[src/rtl/led_bank_arbiter.sv]
// Round-robin arbiter sharing one VAL bus among NUM_REQ LED-bank requesters.
// A grant holds VAL/bank_sel for HOLD cycles, then pulses a one-cycle ack.
module led_bank_arbiter #(
  parameter int NUM_REQ = 4,
  parameter int WIDTH   = 4,
  parameter int HOLD    = 8
) (
  input  logic                     CLK,
  input  logic                     RST,
  input  logic [NUM_REQ-1:0]       req,
  input  logic [NUM_REQ*WIDTH-1:0] req_data,
  output logic [NUM_REQ-1:0]       ack,
  output logic [WIDTH-1:0]         VAL,
  output logic [NUM_REQ-1:0]       bank_sel,
  output logic                     busy
);

  localparam int CW = $clog2(HOLD + 1);
  localparam int LW = $clog2(NUM_REQ);

  typedef enum logic {
    S_IDLE,
    S_HOLD
  } state_t;

  state_t state_q, state_d;

  logic [WIDTH-1:0]   val_q, val_d;
  logic [NUM_REQ-1:0] sel_q, sel_d;
  logic [NUM_REQ-1:0] ack_q, ack_d;
  logic               busy_q, busy_d;
  logic [CW-1:0]      cnt_q, cnt_d;
  logic [LW-1:0]      last_q, last_d;

  logic [NUM_REQ-1:0] elig;
  logic [LW-1:0]      cand;
  logic [LW-1:0]      gnt;
  logic               found;

  // The just-acked requester is masked so it drops to lowest priority.
  always_comb begin
    elig  = req & ~ack_q;
    found = 1'b0;
    gnt   = last_q;
    cand  = last_q;
    for (int k = 1; k <= NUM_REQ; k++) begin
      cand = LW'((int'(last_q) + k) % NUM_REQ);
      if (!found && elig[cand]) begin
        found = 1'b1;
        gnt   = cand;
      end
    end
  end

  always_ff @(posedge CLK) begin
    if (RST) begin
      state_q <= S_IDLE;
      val_q   <= '0;
      sel_q   <= '0;
      ack_q   <= '0;
      busy_q  <= 1'b0;
      cnt_q   <= '0;
      last_q  <= LW'(NUM_REQ - 1);
    end else begin
      state_q <= state_d;
      val_q   <= val_d;
      sel_q   <= sel_d;
      ack_q   <= ack_d;
      busy_q  <= busy_d;
      cnt_q   <= cnt_d;
      last_q  <= last_d;
    end
  end

  always_comb begin
    state_d = state_q;
    unique case (state_q)
      S_IDLE: begin
        if (found) state_d = S_HOLD;
      end
      S_HOLD: begin
        if (cnt_q == '0) state_d = S_IDLE;
      end
      default: state_d = S_IDLE;
    endcase
  end

  always_comb begin
    val_d  = val_q;
    sel_d  = sel_q;
    ack_d  = '0;
    busy_d = busy_q;
    cnt_d  = cnt_q;
    last_d = last_q;
    unique case (state_q)
      S_IDLE: begin
        sel_d  = '0;
        busy_d = 1'b0;
        if (found) begin
          for (int i = 0; i < NUM_REQ; i++) begin
            if (gnt == LW'(i)) begin
              val_d = req_data[i*WIDTH +: WIDTH];
            end
          end
          sel_d[gnt] = 1'b1;
          busy_d     = 1'b1;
          cnt_d      = CW'(HOLD - 1);
          last_d     = gnt;
        end
      end
      S_HOLD: begin
        if (cnt_q != '0) begin
          cnt_d = cnt_q - 1'b1;
        end else begin
          ack_d[last_q] = 1'b1;
          sel_d         = '0;
          busy_d        = 1'b0;
        end
      end
      default: begin
        sel_d  = '0;
        busy_d = 1'b0;
      end
    endcase
  end

  assign ack      = ack_q;
  assign VAL      = val_q;
  assign bank_sel = sel_q;
  assign busy     = busy_q;

endmodule

[config.mk]
export PLATFORM = sky130hd
export DESIGN_NAME = led_bank_arbiter
export DESIGN_NICKNAME = d
export VERILOG_FILES = /design/src/rtl/led_bank_arbiter.sv
export SDC_FILE = /design/constraint.sdc
export NUM_CORES = 1
export LEC_CHECK = 0
export BUFFER_PORTS_ARGS = -buffer_cell sky130_fd_sc_hd__buf_2
export CELL_PAD_IN_SITES_DETAIL_PLACEMENT = 1
export CELL_PAD_IN_SITES_GLOBAL_PLACEMENT = 2
export CORE_MARGIN = 4
export CORE_UTILIZATION = 33
export CTS_BUF_LIST = sky130_fd_sc_hd__clkbuf_4
export CTS_CLUSTER_SIZE = 8
export DETAILED_ROUTE_END_ITERATION = 16
export MAX_ROUTING_LAYER = met4
export PLACE_DENSITY = 0.91
export SLEW_MARGIN = 20
export SYNTH_ARGS = -nofsm -noshare
export SYNTH_HDL_FRONTEND = slang
export SYNTH_SLANG_ARGS = --single-unit
[constraint.sdc]
create_clock -name CLK -period 6.4 [get_ports CLK]
set_clock_uncertainty 0.2 [all_clocks]
set_input_delay 1.28 -clock CLK [delete_from_list [all_inputs] [get_ports CLK]]
set_output_delay 1.28 -clock CLK [all_outputs]
set_load 0.02 [all_outputs]
==> impl_metrics.toml <==
[run_status]
status = "completed"

[global_route]
grt_start_max_net_pins = 16
antenna_found_initial = 0
number_of_global_route_vias_before_repair = 1051
grt_first_pass_wirelength_um = 4919
grt.overflow.total = 0
grt.total_usage = 0.1479

[power_and_ir_drop]
worst_ir_drop_vdd_uv = 94.68
power.total_mw = 0.3555
p_clk_frac = 0.177
power.internal_mw = 0.2210
part_of_the_power_in_registers = 0.434
pwr-share-comb = 0.389
power.share.switching = 0.3785
switchingPower_mw = 0.1346
static-leakage-power_nw = 0.6599
power_density_mw_per_mm2 = 262.1

[timing]
tns_ns = 0
period_minus_slack_ns = 2.998
timing.final.ws_setup_ns = 3.402
rsz_0062_raised_after_global_routing = "false"
fmax_ghz = 0.3336
relSlewSlack = 0.4869
slew_at_the_pin_with_the_worst_max_slew_slack_ns = 0.7696
report.final.setup_viol = 0
hold_ws_ns = 0.3039
period_utilization = 0.4684
final_hold_viol_count = 0
report.final.slew_viol_count = 0

[finish]
multiInputGateArea_um2 = 683.2
antenna_cells_inserted = 0
area_delta_synth_final_pct = 19.51
n_fill_cell = 422
layout_cell_share_with_drive_strength_beyond_1 = 0.3092
net_total_in_the_final_layout = 181
utilization_after_layout = 0.4064
design_area_mm2 = 0.001356
final_cell_count_without_fillers = 198
area_taken_by_flip_flops_and_latches_um2 = 400.4

[flow_run]
max-cap-violations = 0

[clocking]
htreeDepth = 1
cts.hold.buffers_added = 0
cts_buffer_depth = 2
cts_resized = 0
numClockSinks = 20
clockRootBuffer = "clkbuf_4"
cts_made_buffers = 3
cts_tree = "done"
cts.clk_slew.worst_paths_ns = 0.12
clk_latency_ns = 0.30
cts_setup_buffers = 0

[setup_path]
timing.critical_path.fanout_max = 9
r2r_end = "VAL[1]"
worstSetupPathType = "flip-flop to flip-flop"
timing.reg2reg.setup_slack_ns = 3.40
rr_startpoint = "last_q[0]"
timing.critical_path.to = "VAL[1]"
timing.critical_path.to_type = "flip-flop"
critPathLaunch = "last_q[0]"
critPathArrivalTime_ns = 3.02
crit_path_start_kind = "flip-flop"
critical_path_required_ns = 6.43
rr_worst_depth = 8

[die]
die_h_um = 66.64
ios = 35
num_rows = 21
initial_core_util = 0.3401
core_region_area_mm2 = 0.003337
total_die_area_mm2 = 0.004441
dieWidth_um = 66.64

[worst_hold_path]
min-delay-path-class = "flip-flop to flip-flop"

[synth]
synth-seq-area-share = 0.3528
synth_area_mm2 = 0.001135
post_synth.cell_area_avg_um2 = 9.617
syn-num-nets = 146
ys_types = 42
synth_most_common_cell = "dfxtp_1"
synth_top_cells_by_area = "dfxtp_1, mux2i_1, ha_1"
yosys-top-cells-count = "dfxtp_1, nor2_1, mux2i_1, a211oi_1, ha_1"
asyncSetResetFlopFracSynth = 0
synth.top_cell.area_share = 0.3528
synth_largest_area_cell = "dfxtp_1"
synth.ff_latch_count = 20
synth_ff_type = "dfxtp_1"
postSynthCellCount = 118
synth_enable_flop_cells = 0
synth_warnings = 0

[route]
post_route_wl_um = 2876
drc = 0
vias_per_cell = 5.030
detail-route-antenna-nets = 0
detailroute.via_count = 996
drt_iter0_markers = 38
wl_per_cell_um = 14.53
detail_route.first_pass.iterations = 3

[placement]
preCtsSetupSlack_ns = 3.115
final_replace_weighted_congestion = 0.8218
estimated_wirelength_of_the_detail_placed_design_um = 2353
placedCellCount = 194
placement.io_buffers = 34
dpl-instance-area_mm2 = 0.001330
-- worst max-delay path, cell delays in order, from the launching register on --
cell	delay, ns
dfxtp_1	0.56
inv_1	0.14
ha_1	0.43
or3b_1	0.39
o211ai_1	0.16
a21oi_1	0.20
or2_1	0.40
mux2i_1	0.18
a211oi_1	0.25
-- sequential cells by signal (all words and copies together) (netlist names) --
register  flops
VAL           4
ack           4
bank_sel      4
cnt_q         4
state_q       1
busy          1
last_q        2
-- cell families (layout without fill, tap and decap cells) --
group                    after synthesis  count (layout)  share of synthesized area
XOR/XNOR                               2               2                    0.01544
multiplexers                          10              10                    0.08821
buffers and inverters                  9              43                    0.04520
adder cells (fa/ha/maj)                6               6                    0.06615
AND/OR/NAND/NOR                       46              46                     0.2503
flip-flops                            20              20                     0.3528
AO/OA/AOI/OAI                         25              25                     0.1819
-- cell usage in the layout (no fill, tap or decap), types with 2 or more instances in the layout --
cell      count
a21o_1        2
nor2b_4       2
and2_1        5
ha_1          6
o21ai_0       2
dfxtp_1      20
nor3_1        4
nor2_1       12
mux2i_1      10
a21oi_1       5
xor2_1        2
buf_2        34
nor3b_1       4
clkbuf_4      3
a211oi_1      6
nand2_1       4
and3_1        2
inv_1         5
-- worst min-delay path by stage --
stage | from | end | slack, ns | cells after the start
floorplan | cnt_q[0] | cnt_q[0] | 0.27 | 1
global placement | bank_sel[2] | bank_sel[2] | 0.27 | 2
detailed placement | bank_sel[2] | bank_sel[2] | 0.28 | 2
CTS | bank_sel[2] | bank_sel[2] | 0.31 | 2
global route | cnt_q[0] | cnt_q[0] | 0.35 | 1
finish | bank_sel[2] | bank_sel[2] | 0.30 | 2
-- power groups by stage --
| stage | logic, mW | clock network (mW) | registers [mW] |
|---|---|---|---|
| floorplan | 0.0942 | 0 | 0.166 |
| global placement | 0.134 | 0 | 0.157 |
| detailed placement | 0.141 | 0 | 0.157 |
| CTS | 0.141 | 0.0640 | 0.155 |
| global route | 0.155 | 0.0690 | 0.157 |
| finish | 0.138 | 0.0630 | 0.154 |
-- cell type report --
cell class,instances,share of cell area
clock buffer,3,0.01661
tap,46,0.04244
sequential,20,0.2952
multi-input combinational,89,0.5037
inverter,5,0.01384
timing repair buffer,34,0.1255
clock inverter,1,0.002768
-- routing by layer --
metal,GRT usage,share of wire,wire length [um],up-vias
met5,-,0,0,-
met4,0.04569,0.0090,26,0
met3,0.01686,0.039,112,2
li1,-,-,-,492
met2,0.2611,0.51,1457,22
met1,0.1748,0.44,1279,480
Power figures use the tool's default switching activity.
